<file path="src/rtl/rx_block.sv">
// rx_block: UART serial receiver, OVERSAMPLE clk16 cycles per bit.
// Frame format: 1 start bit (0), 8 data bits LSB first, 1 stop bit (1).
//
// Ports:
//   clk16          in   sampling clock, OVERSAMPLE x baud, rising edge
//   rst_n          in   synchronous active-low reset
//   serial_data_in in   asynchronous serial line, idle high
//   receive_flag   out  one-cycle pulse when para_data_out takes a new frame
//   para_data_out  out  last correctly received byte, held between frames
//
// FSM states:
//   state     | meaning
//   IDLE      | line idle, waiting for a low level on rx_s
//   START     | counting to the start-bit mid-point to reject glitches
//   DATA      | sampling the 8 data bits, one per bit period
//   STOP      | sampling the stop bit; deliver byte if it is high
//   WAIT_HIGH | framing error / break, wait for the line to return high
//
// OVERSAMPLE must be even and >= 4.

module rx_block #(
  parameter int OVERSAMPLE = 16
) (
  input  logic       clk16,
  input  logic       rst_n,
  input  logic       serial_data_in,
  output logic       receive_flag,
  output logic [7:0] para_data_out
);

  localparam int CW = $clog2(OVERSAMPLE);
  localparam logic [CW-1:0] CNT_MID = CW'(OVERSAMPLE / 2 - 1);
  localparam logic [CW-1:0] CNT_END = CW'(OVERSAMPLE - 1);

  typedef enum logic [2:0] {
    IDLE,
    START,
    DATA,
    STOP,
    WAIT_HIGH
  } state_t;

  state_t          state, state_d;
  logic            rx_meta, rx_s;
  logic [CW-1:0]   cnt, cnt_d;
  logic [2:0]      bit_idx, bit_idx_d;
  logic [7:0]      shift, shift_d;
  logic [7:0]      data_d;
  logic            flag_d;

  always_ff @(posedge clk16) begin
    if (!rst_n) begin
      // Synchronizer presets to the idle level so reset release never looks
      // like a start edge.
      rx_meta       <= 1'b1;
      rx_s          <= 1'b1;
      state         <= IDLE;
      cnt           <= '0;
      bit_idx       <= '0;
      shift         <= '0;
      receive_flag  <= 1'b0;
      para_data_out <= 8'h00;
    end else begin
      rx_meta       <= serial_data_in;
      rx_s          <= rx_meta;
      state         <= state_d;
      cnt           <= cnt_d;
      bit_idx       <= bit_idx_d;
      shift         <= shift_d;
      receive_flag  <= flag_d;
      para_data_out <= data_d;
    end
  end

  always_comb begin
    state_d   = state;
    cnt_d     = cnt;
    bit_idx_d = bit_idx;
    shift_d   = shift;
    data_d    = para_data_out;
    flag_d    = 1'b0;

    case (state)
      IDLE: begin
        if (!rx_s) begin
          state_d = START;
          cnt_d   = '0;
        end
      end

      START: begin
        cnt_d = cnt + 1'b1;
        if (cnt == CNT_MID) begin
          if (!rx_s) begin
            // From here on, cnt wraps at CNT_END so every later sample lands
            // at the middle of its bit.
            state_d   = DATA;
            cnt_d     = '0;
            bit_idx_d = '0;
          end else begin
            state_d = IDLE;
          end
        end
      end

      DATA: begin
        cnt_d = cnt + 1'b1;
        if (cnt == CNT_END) begin
          cnt_d   = '0;
          shift_d = {rx_s, shift[7:1]};
          if (bit_idx == 3'd7) begin
            state_d = STOP;
          end else begin
            bit_idx_d = bit_idx + 3'd1;
          end
        end
      end

      STOP: begin
        cnt_d = cnt + 1'b1;
        if (cnt == CNT_END) begin
          cnt_d = '0;
          if (rx_s) begin
            data_d  = shift;
            flag_d  = 1'b1;
            state_d = IDLE;
          end else begin
            state_d = WAIT_HIGH;
          end
        end
      end

      WAIT_HIGH: begin
        if (rx_s) begin
          state_d = IDLE;
        end
      end

      default: begin
        state_d = IDLE;
      end
    endcase
  end

endmodule

</file>
<file path="config.mk">
export PLATFORM = sky130hd
export DESIGN_NAME = rx_block
export DESIGN_NICKNAME = d
export VERILOG_FILES = /design/src/rtl/rx_block.sv
export SDC_FILE = /design/constraint.sdc
export NUM_CORES = 1
export LEC_CHECK = 0
export ABC_AREA = 1
export BUFFER_PORTS_ARGS = -buffer_cell sky130_fd_sc_hd__buf_4
export CELL_PAD_IN_SITES_DETAIL_PLACEMENT = 1
export CELL_PAD_IN_SITES_GLOBAL_PLACEMENT = 1
export CORE_MARGIN = 3
export CORE_UTILIZATION = 41
export CTS_CLUSTER_DIAMETER = 30
export DETAILED_ROUTE_END_ITERATION = 6
export PLACE_DENSITY = 0.85
export SETUP_SLACK_MARGIN = 0.2
export SLEW_MARGIN = 30
export SYNTH_ARGS = -nofsm -noshare
export SYNTH_HDL_FRONTEND = slang
export SYNTH_SLANG_ARGS = --single-unit
export TNS_END_PERCENT = 10
</file>
<file path="constraint.sdc">
create_clock -name clk16 -period 2.2 [get_ports clk16]
set_clock_uncertainty 0.2 [all_clocks]
set_input_delay 0.22 -clock clk16 [delete_from_list [all_inputs] [get_ports clk16]]
set_output_delay 0.22 -clock clk16 [all_outputs]
set_load 0.005 [all_outputs]
</file>
Word-level counts from Yosys, hierarchy flattened
Cells that the tools add are included.
Cells by class
  shift-type cells: 0
  reduce and logical (&&, ||, !) cells: 10
  equal/unequal tests: 15
  order comparisons: 0
  $add $sub $neg: 2
  multiplexer cells: 20
  divide/modulo/power cells: 0
  bitwise gates (word level): 0
  multipliers: 0
Operators with widths (number)
  $mux W3: 11
  $mux W4: 4
  $ne A2 B2 Y1 const B: 8
  $pmux W3 S5: 1
  $pmux W4 S3: 1
  $eq A3 B2 Y1 const B: 2
  $eq A3 B3 Y1 const B: 2
  $pmux W3 S2: 1
  $reduce_and A3 Y1: 2
  $reduce_and A6 Y1: 1
  $reduce_and A5 Y1: 1
  $add A4 B1 Y4 const B: 1
  $eq A4 B3 Y1 const B: 1
  $eq A4 B4 Y1 const B: 1
  $reduce_and A2 Y1: 2
  $add A3 B1 Y3 const B: 1
  $eq A3 B1 Y1 const B: 1
  $logic_not A3 Y1: 1
  $reduce_bool A3 Y1: 1
  $mux W2: 1
  $reduce_bool A2 Y1: 1
  $reduce_or A2 Y1: 1
  $mux W1: 1
Storage, ports and cells
  latch bits: 0
  memories kept: 0
  memory bits (writable): 0
  input bits: 3
  word-level logic and storage cells: 55
  register bits after elaboration: 29
  output and inout bits: 9
  ROM bits: 0

Logic depth before layout (Yosys ltp)
Gate-level depths: netlist of the first run.
  word-level depth: 4
  depth in mapped cells: 10
  depth with buffers taken out: 10

Least setup slack after synthesis of the first run
No wires, ideal clock.
  path kind: register to register
  start: register cnt[0]
  end: register state[0]
  buffers on the path: 0
  cell stages (with the launch flop): 9
  setup time: 113 ps
  arrival time: 1213 ps
  slack: 674 ps
  required time: 1887 ps
  cells stage by stage: dfxtp_1 -> ha_1 -> nand2_1 -> nor2_1 -> nor2_2 -> nor2_4 -> nand2_2 -> o21ai_1 -> inv_1
On the way
  longest elaborated chain between the ends: 3
RTL lines
  start, declared: RTL line 45  | logic [CW-1:0] cnt, cnt_d;
  start signal, assigned: RTL line 67  | cnt <= cnt_d;
  $eq A4 B4 Y1 / $eq A4 B3 Y1 (equally long branches): RTL line 108, 121, 93
  $ne A2 B2 Y1 (no line)
  $reduce_and A6 Y1 (no line) *
  end signal, assigned: RTL line 66  | state <= state_d;
  end, declared: RTL line 43  | state_t state, state_d;
Mark *: on every way between the ends. The rest lies on a longest branch, timed or not.
A chain may end at the register's enable or synchronous reset.

Worst setup path after layout of the first run
  start: register cnt[0]
  end: register cnt[0]
On the way
  longest elaborated chain between the ends: 4
RTL lines
  $add A4 B1 Y4: RTL line 92, 107, 120
  $mux W4: RTL line 94  | if (!rx_s) begin
  $mux W4: RTL line 93  | if (cnt == CNT_MID) begin
  $pmux W4 S3 *: RTL line 83  | case (state)
Marks and branches as above.

==> summary.md, run 1 <==
| Metric | Value |
|---|---|
| Share of flip-flops with an asynchronous set or reset after synthesis | `0%` |
| Worst-Skew Late Latency | `around 0.33 ns` |
| Vias post-DR | `approximately 1200` |
| Critical R2R Launch | `cnt[0]$_SDFFE_PN0P_` |
| Final setup slack of the worst path | `between 0.4 and 0.5 ns` |
| Clk pwr share | `between 20% and 30%` |
| Cells traversed along the worst timing path | `ha_1 > nand2_1 > nor2_1 > nor2_2 > nor2_4 > nand2_2 > o21bai_1 > inv_1` |
| Total clock sinks | `29` |
| Crit path DAT | `roughly 1.8 ns` |
| Number of clock buffers inserted by TritonCTS | `5` |
| Hold_buf cts | `1` |
| VDD IR max | `about 410 uV` |
| Cell type with the highest aggregate area in the netlist | `sky130_fd_sc_hd__dfxtp_1` |
| FF-to-FF End | `cnt[0]$_SDFFE_PN0P_` |
| Final instance count without filler cells | `238` |
| Post-placement cell count | `230` |
| Pre-CTS setup slack | `between 0.4 and 0.5 ns` |
| Area growth from synthesis to final layout | `15.0%` |
| # Max-Cap Violations | `0` |
| Combinational Power Share | `between 20% and 30%` |
| Tmin final | `between 1.5 and 2 ns` |
| Yosys reg bits | `29` |
| Syn Std Cell Area | `approximately 1300 um^2` |
| Worst Max-Slew Pin Slew | `0.327 ns` |
| Sw Ratio | `between 30% and 40%` |
| Count of buffers inserted at the top-level ports | `11` |
| Most instantiated flip-flop cell in the synthesis netlist | `sky130_fd_sc_hd__dfxtp_1` |
| Nets | `202` |
| Path category of the worst min-delay check | `input port to flop` |
| Die Outline Area | `3900 um^2` |
| Detailed Route Iter0 Violations | `25` |
| Number of warnings reported in the yosys synthesis log | `0` |
| Number of placement rows | `19` |
| Min-Delay Endpoint | `bit_idx[0]$_SDFFE_PN0P_` |
| Startpoint kind of the worst setup timing path | `flop` |
| Seq pwr share | `a little under half` |
| Congestion Overflow GR | `0` |
| Final wirelength | `between 3000 and 4000 um` |
| Top post-synthesis cells by area | `sky130_fd_sc_hd__dfxtp_1 44%, sky130_fd_sc_hd__nor2_1 11%, sky130_fd_sc_hd__nand2_1 8.3%` |
| Delay-heaviest family, CP | `simple AND/OR/NAND/NOR gates` |
| Die height | `around 62 um` |
| Status | `finished clean` |
| Synth cell count leaders | `39 x sky130_fd_sc_hd__nor2_1, 29 x sky130_fd_sc_hd__dfxtp_1, 29 x sky130_fd_sc_hd__nand2_1` |
| Ports | `12` |
| Count of antenna diodes in the layout | `0` |
| Worst path bufs/invs | `1` |
| Final Hold Viols | `0` |
| Antenna viol nets, final | `0` |
| Hold-critical path depth | `3` |
| Endpoints failing setup | `0` |
| Post-synthesis net count | `between 150 and 200` |
| Total global-route track usage | `18.5%` |
| Worst-case headroom to the max-slew limit | `approximately 78%` |
| Count of unique library cells instantiated by Yosys | `23` |
| Global placer's final weighted congestion | `0.906` |
| Share of cells above drive strength 1 | `between 20% and 30%` |
| X dimension of the die | `between 60 and 70 um` |
| Power per Cell Area | `844 nW/um^2` |
| Pins over their slew limit | `0` |
| Root buffer selected by CTS | `sky130_fd_sc_hd__clkbuf_4` |
| Proportion of synthesized chip area in sequential cells | `44.4%` |
| Number of vias per cell | `4.90` |
| Maximum root-to-sink buffer count | `2` |
| Worst EP required | `roughly 2.2 ns` |
| Via count of the first global-routing pass | `between 1000 and 1500` |
| Startpoint of the worst hold path | `rst_n` |
| Number of buffers added for setup after CTS | `0` |
| Avg Synthesized Cell Area | `7.30 um^2` |
| Starting density of the core | `approximately 45%` |
| TritonCTS clock tree | `yes` |
| Core box area | `roughly 2900 um^2` |
| Routed wirelength normalized by instance count | `13.2 um` |
| Number of antenna violations at the first check in global routing | `0` |
| Number of cells produced by synthesis | `179` |
| Placed wire-length estimate after detailed placement | `about 2400 um` |
| Number of detailed-route iterations in the first pass | `4` |
| Post-route cell area | `approximately 1500 um^2` |
| Fmax achieved | `~0.56 GHz` |
| Post-CTS clock slew at the launch and capture registers of the worst setup and hold paths | `0.09 ns` |
| Count leader, synth | `sky130_fd_sc_hd__nor2_1` |
| Internal Power | `a little over 800 uW` |
| Share of the clock period used by the worst path | `81.4%` |
| Area of placed instances | `approximately 1400 um^2` |
| Synth top area share | `between 40 and 50%` |
| Final core occ | `roughly half` |
| Type of the worst setup path | `flop to flop` |
| Wire length of the first global-routing pass | `between 5000 and 6000 um` |
| Cell at the slowest stage of the critical path | `sky130_fd_sc_hd__dfxtp_1` |
| RSZ-0062 raised after global routing | `false` |
| Worst-path maximum fanout | `5` |
| Worst reg-to-reg path cell count | `8` |
| Total net switching power | `approximately 450 uW` |
| Pin count of the biggest net entering global routing | `23` |
| Total Negative Setup Slacks | `0 ns` |
| Number of enable-type register cells in the synthesized netlist | `0` |
| Reg-to-reg slack, setup | `slightly above 0.4 ns` |
| Count of unresolved DRC violations after routing | `0` |
| Worst path max stage delay | `between 0.4 and 0.5 ns` |
| Cell leakage power | `about 0.00074 uW` |
| Post-CTS resize count | `0` |
| Number of fillers in the final layout | `a little under 400` |
| Kind of capture point of the worst setup path | `flop` |
| H-tree Lvls | `2` |
==> how the worst max path moves through the flow <==
stage                        start               endpoint  slack (ns)  depth (start not counted)
6_report       cnt[0]$_SDFFE_PN0P_    cnt[0]$_SDFFE_PN0P_        0.41                          8
5_1_grt        cnt[0]$_SDFFE_PN0P_    cnt[0]$_SDFFE_PN0P_        0.29                          8
4_1_cts        cnt[0]$_SDFFE_PN0P_    cnt[0]$_SDFFE_PN0P_        0.39                          8
3_5_place_dp   cnt[0]$_SDFFE_PN0P_    cnt[0]$_SDFFE_PN0P_        0.40                          8
3_3_place_gp   cnt[0]$_SDFFE_PN0P_    cnt[0]$_SDFFE_PN0P_        0.57                          8
2_1_floorplan  cnt[0]$_SDFFE_PN0P_  state[0]$_SDFFE_PN0P_        0.67                          8
==> kinds of logic after synthesis <==
kind of cell,after synthesis,synth area share [%]
AND/OR/NAND/NOR,95,34.6
flip-flops,29,44.4
AO/OA/AOI/OAI,28,11.0
buffers and inverters,24,7.09
adder cells (fa/ha/maj),3,2.87
==> cell usage in the layout (no fill, tap or decap), drive strengths merged <==
cell         netlist  layout
nor2              46      46
nand2             34      34
dfxtp             29      29
inv               20      20
o21ai             18      18
buf                1      11
nand3             11      11
a21oi              8       8
clkbuf             1       6
ha                 3       3
nand4              2       2
clkinv             2       2
or2                2       2
a31oi              1       1
o21bai             1       1
clkinvlp           0       1
dlygate4sd3        0       1
==> area by class of cell <==
cell class              count  area, um^2  share of cell area (%)
clock buffers               6        51.3                    3.41
multi-input cells         126         633                    42.1
well taps                  42        52.6                    3.50
flip-flops and latches     29         581                    38.6
repair buffers             12        92.6                    6.16
inverters                  22        85.1                    5.66
clock inverters             1        7.51                   0.500
==> stage by stage <==
| step | hold slack (ns) | total power, uW |
|---|---|---|
| 2_1_floorplan | 0.127 | 870 |
| 3_3_place_gp | 0.194 | 924 |
| 3_5_place_dp | 0.206 | 950 |
| 4_1_cts | 0.0290 | 1280 |
| 5_1_grt | 0.0477 | 1370 |
| 6_report | 0.0398 | 1270 |
==> power groups by stage <==
stage,Sequential [uW],Clock (uW),Combinational [uW]
final,596,328,344
after floorplan,596,0,274
after detailed placement,608,0,342
after global routing,603,366,397
after CTS,596,337,349
after global placement,604,0,320
==> sequential cells by signal, summed over array words and instances, names as in the netlist <==
register / flops
cnt: 4
rx_meta: 1
shift: 8
para_data_out: 8
rx_s: 1
receive_flag: 1
bit_idx: 3
state: 3
==> routing by layer <==
metal  vias up  part of all wire, %  global-route usage, %
met5         -                    0                      0
met4         0                  2.1                   8.26
met3         6                  3.5                   5.58
met2        13                   50                   31.6
met1       550                   44                   21.1
li1        598                    -                      -
==> worst register-to-register path, cell delays in order (launching register included) <==
cell	delay, ns
sky130_fd_sc_hd__dfxtp_1	0.42
sky130_fd_sc_hd__ha_1	0.27
sky130_fd_sc_hd__nand2_1	0.10
sky130_fd_sc_hd__nor2_1	0.18
sky130_fd_sc_hd__nor2_2	0.08
sky130_fd_sc_hd__nor2_4	0.13
sky130_fd_sc_hd__nand2_2	0.09
sky130_fd_sc_hd__o21bai_1	0.16
sky130_fd_sc_hd__inv_1	0.06
Note: power is estimated with default switching activity, not from simulation.
==> inputs of run 2 (changes only) <==
- ABC_AREA: 1 -> 0
- CORE_UTILIZATION: 41 -> 43
- clock period: 2.2 -> 1.8 ns (I/O delays scaled with it)
==> run 2 against run 1 <==
Net effect: largest power group unchanged; non-clock buffer count rose by 20; sequential cell count stayed put; maximum frequency decreased by 4.9%; the run now ends with setup timing left; critical endpoint is now bit_idx[0]$_SDFFE_PN0P_; die area down 9.1%; global-route usage rose by 3.9 points; power grew 1.5%; highest routed layer unchanged; sequential share of layout area is 3.3 points lower.
==> summary.md, run 2 <==
| Metric | Value |
|---|---|
| Status | `finished with violations` |
| Failing checks | `setup timing` |
| Met3 global-route usage | `approximately 6.3%` |
| Most instantiated flip-flop cell in the synthesis netlist | `sky130_fd_sc_hd__dfxtp_1` |
| Last element of the critical path | `bit_idx[0]$_SDFFE_PN0P_` |
| Count of antenna diodes in the layout | `0` |
| Endpoints failing setup | `4` |
| Worst reg-to-reg path cell count | `5` |
| Congestion Overflow GR | `0` |
| H-tree Lvls | `2` |
| Post-CTS clock slew at the launch and capture registers of the worst setup and hold paths | `about 0.1 ns` |
| Number of warnings reported in the yosys synthesis log | `0` |
| Die Outline Area | `3540 um^2` |
| Worst-case headroom to the max-slew limit | `81.4%` |
| Tmin final | `approximately 1.9 ns` |
| VDD IR max | `between 600 and 700 uV` |
| Startpoint of the worst hold path | `rx_meta$_SDFF_PN1_` |
| GR met1 Demand/Resource | `24.6%` |
| Number of clock buffers inserted by TritonCTS | `5` |
| Power per Cell Area | `~770 nW/um^2` |
| Count of unique library cells instantiated by Yosys | `36` |
| Total Negative Setup Slacks | `-0.215 ns` |
| Kind of capture point of the worst setup path | `flop` |
| Syn Std Cell Area | `between 1000 and 1500 um^2` |
| Nets | `167` |
| CP startpoint | `cnt[1]$_SDFFE_PN0P_` |
| Synth top area share | `between 40% and 50%` |
| Cell leakage power | `between 0.0006 and 0.0007 uW` |
| FF-to-FF End | `bit_idx[0]$_SDFFE_PN0P_` |
| Final Hold Viols | `0` |
| Count leader, synth | `sky130_fd_sc_hd__dfxtp_1` |
| GR met2 Demand/Resource | `a little under two fifths` |
| Worst-path maximum fanout | `4` |
| Final setup slack of the worst path | `-0.0836 ns` |
| RSZ-0062 raised after global routing | `true` |
| Maximum root-to-sink buffer count | `2` |
| Ports | `12` |
| Vias post-DR | `about 1100` |
| Number of enable-type register cells in the synthesized netlist | `0` |
| Post-synthesis net count | `139` |
| Avg Synthesized Cell Area | `9.27 um^2` |
| Antenna viol nets, final | `0` |
| Count of buffers inserted at the top-level ports | `11` |
| Crit path DAT | `1.91 ns` |
| Worst hold slack after final layout | `roughly 0.23 ns` |
| Wire length of the first global-routing pass | `around 5600 um` |
| Die height | `59.5 um` |
| Largest registers | `para_data_out (8), shift (8), cnt (4)` |
| Cell type with the highest aggregate area in the netlist | `sky130_fd_sc_hd__dfxtp_1` |
| Area growth from synthesis to final layout | `35.4%` |
| Routed wirelength normalized by instance count | `approximately 18 um` |
| Final core occ | `between 60% and 70%` |
| TritonCTS clock tree | `yes` |
| Share of flip-flops with an asynchronous set or reset after synthesis | `0%` |
| Total clock sinks | `29` |
| Most frequent cells in the layout | `26 x sky130_fd_sc_hd__dfxtp_1, 26 x sky130_fd_sc_hd__buf_4, 16 x sky130_fd_sc_hd__nor2_1, 10 x sky130_fd_sc_hd__nand2_1, 9 x sky130_fd_sc_hd__mux2i_1` |
| Number of detailed-route iterations in the first pass | `4` |
| # Max-Cap Violations | `0` |
| Share of cells above drive strength 1 | `a little under two fifths` |
| Top post-synthesis cells by area | `sky130_fd_sc_hd__dfxtp_1 47%, sky130_fd_sc_hd__mux2i_1 7.3%, sky130_fd_sc_hd__nor2_1 4.9%` |
| Via count of the first global-routing pass | `1159` |
| Number of cells produced by synthesis | `about 130` |
| Number of placement rows | `18` |
| Startpoint kind of the worst setup timing path | `flop` |
| Detailed Route Iter0 Violations | `38` |
| Global routing's busiest layer | `met2` |
| Pin count of the biggest net entering global routing | `22` |
| Worst Max-Slew Pin Slew | `approximately 0.28 ns` |
| Post-placement cell count | `176` |
| Proportion of synthesized chip area in sequential cells | `47.1%` |
| Placed wire-length estimate after detailed placement | `2110 um` |
| Root buffer selected by CTS | `sky130_fd_sc_hd__clkbuf_4` |
| X dimension of the die | `around 60 um` |
| Number of fillers in the final layout | `271` |
| Share of the clock period used by the worst path | `105%` |
| Reg-to-reg slack, setup | `-0.08 ns` |
| Path category of the worst min-delay check | `flop to flop` |
| Critical R2R Launch | `cnt[1]$_SDFFE_PN0P_` |
| Pins over their slew limit | `0` |
| Type of the worst setup path | `flop to flop` |
| Final instance count without filler cells | `between 150 and 200` |
| Number of vias per cell | `between 5 and 6` |
| Total global-route track usage | `22.4%` |
| Yosys reg bits | `29` |
| Count of unresolved DRC violations after routing | `0` |
| Starting density of the core | `47.6%` |
| Global placer's final weighted congestion | `just under 0.9` |
| Worst EP required | `around 1.8 ns` |
| Fmax achieved | `approximately 0.53 GHz` |
| Worst-Skew Late Latency | `between 0.3 and 0.4 ns` |
| Core box area | `2590 um^2` |
| Number of antenna violations at the first check in global routing | `0` |
| Final wirelength | `~3500 um` |
| Synth cell count leaders | `29 x sky130_fd_sc_hd__dfxtp_1, 16 x sky130_fd_sc_hd__nor2_1, 11 x sky130_fd_sc_hd__nand2_1` |
## run 2: cell count changes after synthesis, moves of 5 or more
cell | previous run | this run
sky130_fd_sc_hd__nor2_1 | 39 | 16
sky130_fd_sc_hd__nand2_1 | 29 | 11
sky130_fd_sc_hd__inv_1 | 16 | 2
sky130_fd_sc_hd__mux2i_1 | 0 | 9
sky130_fd_sc_hd__a21oi_1 | 8 | 2
sky130_fd_sc_hd__o21ai_0 | 14 | 8
sky130_fd_sc_hd__clkbuf_1 | 1 | 6
sky130_fd_sc_hd__nand2_2 | 5 | 0
## run 2: cell families (layout without fill, tap and decap cells)
kind of cell	Yosys count	after routing	synth area share [%]
flops	29	29	47.1
simple gates	54	54	22.0
compound gates	23	23	12.8
mux	11	11	9.44
fa+ha+maj	3	3	3.05
buf+inv	13	42	5.58
## run 2: worst min path at each step
stage	end	slack, ns	depth (start not counted)
after global placement	rx_meta$_SDFF_PN1_	0.17	2
after CTS	rx_s$_SDFF_PN1_	0.23	1
after global routing	rx_s$_SDFF_PN1_	0.25	1
after detailed placement	rx_meta$_SDFF_PN1_	0.17	2
final	rx_s$_SDFF_PN1_	0.23	1
after floorplan	rx_meta$_SDFF_PN1_	0.08	1
## run 2: final cells by class
cell class                 instances  area, um^2  area share, %
clock inverter                     1        30.0           1.80
inverter                           2        7.51          0.450
tap                               30        37.5           2.25
clock buffer                       7        55.1           3.30
timing repair buffer              32         263           15.7
multi-input combinational         91         687           41.2
sequential                        29         589           35.3
## run 2: layer usage
| layer | share of wire (%) | wire length, um |
|---|---|---|
| met1 | 42 | 1470 |
| met2 | 50 | 1780 |
| met3 | 4.9 | 174 |
| met4 | 3.1 | 108 |
| met5 | 0 | 0 |
## run 2: critical path: stages, from the launching register on
cell	delay (ns)
sky130_fd_sc_hd__dfxtp_4	0.37
sky130_fd_sc_hd__ha_4	0.15
sky130_fd_sc_hd__nand4_1	0.15
sky130_fd_sc_hd__or3_4	0.38
sky130_fd_sc_hd__o211a_4	0.25
sky130_fd_sc_hd__mux2_4	0.25
## run 2: what timing repair did
action	4_1_cts	5_1_grt
endpoints found under the setup margin	21	26
resized for setup	23	8
setup buffers	4	1
hold endpoints to repair	2	0
pin swaps	11	2
hold buffers	3	0
cloned	0	0
## run 2: report_power, final
part,internal [uW],switching [uW],total [uW]
combinational,37.0,39.5,76.5
sequential,644,4.24,648
clock,331,232,563
## run 2: stage by stage
stage,worst slack [ns],cell area [um^2],total power [uW]
4_1_cts,-0.0675,1620,1290
2_1_floorplan,-0.0662,1250,699
5_1_grt,-0.129,1670,1330
3_3_place_gp,0.0396,1400,720
3_5_place_dp,-0.0212,1400,724
6_report,-0.0836,1670,1290
==> inputs of run 3 (changes only) <==
- HOLD_SLACK_MARGIN: unset -> 0.1
- PLACE_DENSITY: 0.85 -> 0.8
==> run 3 against run 2 <==
Net effect: the run still ends with setup timing left; maximum frequency is 1.1% higher; clock power is 33% lower; register-to-register slack better by 0.02 ns; via count is 8.5% lower; sequential power hardly changed.
==> summary.md, run 3 (synthesized netlist as in run 2, its figures left out) <==
| Metric | Value |
|---|---|
| Crit path DAT | `between 1.5 and 2 ns` |
| Share of the clock period used by the worst path | `103%` |
| Seq pwr share | `59.4%` |
| Cell at the slowest stage of the critical path | `sky130_fd_sc_hd__or4_1` |
| Routed wirelength normalized by instance count | `roughly 16 um` |
| RSZ-0062 raised after global routing | `true` |
| Global routing's busiest layer | `met2` |
| Area taken by multi-input logic gates | `between 600 and 700 um^2` |
| Share of cells above drive strength 1 | `31.4%` |
| VDD IR max | `roughly 580 uV` |
| Worst reg-to-reg path cell count | `5` |
| Internal Power | `between 800 and 900 uW` |
| Placed wire-length estimate after detailed placement | `approximately 2000 um` |
| Clk pwr share | `about a third` |
| Worst EP required | `~1.8 ns` |
| Type of the worst setup path | `flop to flop` |
| Worst path bufs/invs | `0` |
| Min-Delay Endpoint | `rx_s$_SDFF_PN1_` |
| Delay-heaviest family, CP | `simple AND/OR/NAND/NOR gates` |
| Detailed Route Iter0 Violations | `40` |
| Most frequent cells in the layout | `24 x sky130_fd_sc_hd__buf_4, 23 x sky130_fd_sc_hd__dfxtp_1, 16 x sky130_fd_sc_hd__nor2_1, 11 x sky130_fd_sc_hd__nand2_1, 10 x sky130_fd_sc_hd__nand3_1` |
| Endpoints failing setup | `3` |
| Largest registers | `para_data_out (8), shift (8), cnt (4)` |
| Count of buffers inserted at the top-level ports | `11` |
| Startpoint kind of the worst setup timing path | `flop` |
| Number of vias per cell | `~5.4` |
| Worst-Skew Late Latency | `0.33 ns` |
| Seq. cell area | `591 um^2` |
| Pin count of the biggest net entering global routing | `22` |
| Number of fillers in the final layout | `about 300` |
| Cells traversed along the worst timing path | `ha_4 > nand4b_1 > or4_1 > o211a_4 > mux2_4` |
| Worst-path maximum fanout | `5` |
| Kind of capture point of the worst setup path | `flop` |
| Global placer's final weighted congestion | `0.758` |
| Tot Pwr | `about 1100 uW` |
| H-tree Lvls | `2` |
| Post-placement cell count | `~170` |
| Count of unresolved DRC violations after routing | `0` |
| Worst path max stage delay | `about 0.46 ns` |
| Hold-critical path depth | `1` |
| Pins over their slew limit | `0` |
| Failing checks | `setup timing` |
| Worst-case headroom to the max-slew limit | `a little under three quarters` |
| Core box area | `2590 um^2` |
| Final wirelength | `approximately 3000 um` |
| Starting density of the core | `47.6%` |
| Startpoint of the worst hold path | `rx_meta$_SDFF_PN1_` |
| Path category of the worst min-delay check | `flop to flop` |
| Number of detailed-route iterations in the first pass | `4` |
| Total net switching power | `267 uW` |
| Wire length of the first global-routing pass | `between 4000 and 5000 um` |
| Vias post-DR | `about 1000` |
| Die height | `between 50 and 60 um` |
| Number of antenna violations at the first check in global routing | `0` |
| Final instance count without filler cells | `~190` |
| Fmax achieved | `~0.54 GHz` |
| Sw Ratio | `roughly a quarter` |
| X dimension of the die | `between 50 and 60 um` |
| Worst hold slack after final layout | `around 0.22 ns` |
| Total clock sinks | `29` |
| Antenna viol nets, final | `0` |
| # Max-Cap Violations | `0` |
| Number of placement rows | `18` |
| TritonCTS clock tree | `yes` |
| Status | `finished with violations` |
| FF-to-FF End | `bit_idx[0]$_SDFFE_PN0P_` |
| Cell leakage power | `between 0.0006 and 0.0007 uW` |
| Final Hold Viols | `0` |
| GR met2 Demand/Resource | `approximately a third` |
| Congestion Overflow GR | `0` |
| Ports | `12` |
| Root buffer selected by CTS | `sky130_fd_sc_hd__clkbuf_4` |
| Number of clock buffers inserted by TritonCTS | `5` |
| Combinational Power Share | `approximately 6.1%` |
| Critical R2R Launch | `cnt[1]$_SDFFE_PN0P_` |
| Power per Cell Area | `709 nW/um^2` |
| Die Outline Area | `between 3000 and 4000 um^2` |
| Most frequent standard cell in the layout excluding fill and tap cells | `sky130_fd_sc_hd__buf_4` |
| Post-CTS clock slew at the launch and capture registers of the worst setup and hold paths | `approximately 0.090 ns` |
| GR met1 Demand/Resource | `20.6%` |
| Nets | `164` |
| Worst Max-Slew Pin Slew | `roughly 0.42 ns` |
| Reg-to-reg slack, setup | `-0.06 ns` |
| Maximum root-to-sink buffer count | `2` |
| Via count of the first global-routing pass | `roughly 1100` |
| Total global-route track usage | `roughly a fifth` |
| Count of antenna diodes in the layout | `0` |
| Final setup slack of the worst path | `-0.0627 ns` |
| Tmin final | `1.86 ns` |
| Met3 global-route usage | `under 10%` |
| Area growth from synthesis to final layout | `25.1%` |
==> run 3: changes by cell type in the layout (fill, tap and decap cells not counted), sizes merged <==
cell and change:
clkbuf -1, bufinv -1, buf -3, clkinv +2
==> run 3: area by class of cell <==
class,instances,share of cell area (%)
multi-input combinational,91,40.3
sequential,29,38.3
timing repair buffer,29,15.1
clock buffer,6,2.68
tap,30,2.44
clock inverter,2,0.649
inverter,2,0.487
==> run 3: power groups by stage <==
| stage | registers [uW] | clock network (uW) | logic (uW) |
|---|---|---|---|
| floorplan | 663 | 0 | 35.8 |
| global placement | 666 | 0 | 50.5 |
| detailed placement | 667 | 0 | 53.7 |
| CTS | 650 | 385 | 63.0 |
| global route | 651 | 417 | 72.8 |
| finish | 650 | 377 | 66.7 |
==> run 3: routing by layer <==
metal	part of all wire, %	vias up
li1	-	518
met4	1.5	0
met1	44	479
met2	50	21
met3	4.0	5
met5	0	-
==> run 3: worst max path at each step <==
stage	from	end	depth (start not counted)
global placement	cnt[1]$_SDFFE_PN0P_	bit_idx[0]$_SDFFE_PN0P_	5
CTS	cnt[1]$_SDFFE_PN0P_	bit_idx[0]$_SDFFE_PN0P_	5
finish	cnt[1]$_SDFFE_PN0P_	bit_idx[0]$_SDFFE_PN0P_	5
floorplan	cnt[1]$_SDFFE_PN0P_	bit_idx[0]$_SDFFE_PN0P_	6
global route	cnt[1]$_SDFFE_PN0P_	bit_idx[0]$_SDFFE_PN0P_	5
detailed placement	cnt[1]$_SDFFE_PN0P_	bit_idx[0]$_SDFFE_PN0P_	6
==> run 3: through the flow <==
stage                     setup WS (ns)  utilization, %  instance area [um^2]  TNS (ns)
after floorplan                 -0.0662               -                  1250    -0.127
after global placement           0.0312            53.6                  1390         0
after detailed placement        -0.0240            53.6                  1390   -0.0453
after CTS                       -0.0125            57.9                  1500   -0.0125
after global routing             -0.127            59.5                  1540    -0.602
final                           -0.0627            59.5                  1540   -0.0921
==> run 3: timing repair <==
action                     CTS  global route
hold buffers                 3             0
pin swaps                    2             0
resized for setup            7             6
setup endpoints to repair   21            23
setup buffers                2             2
hold endpoints to repair    11             0
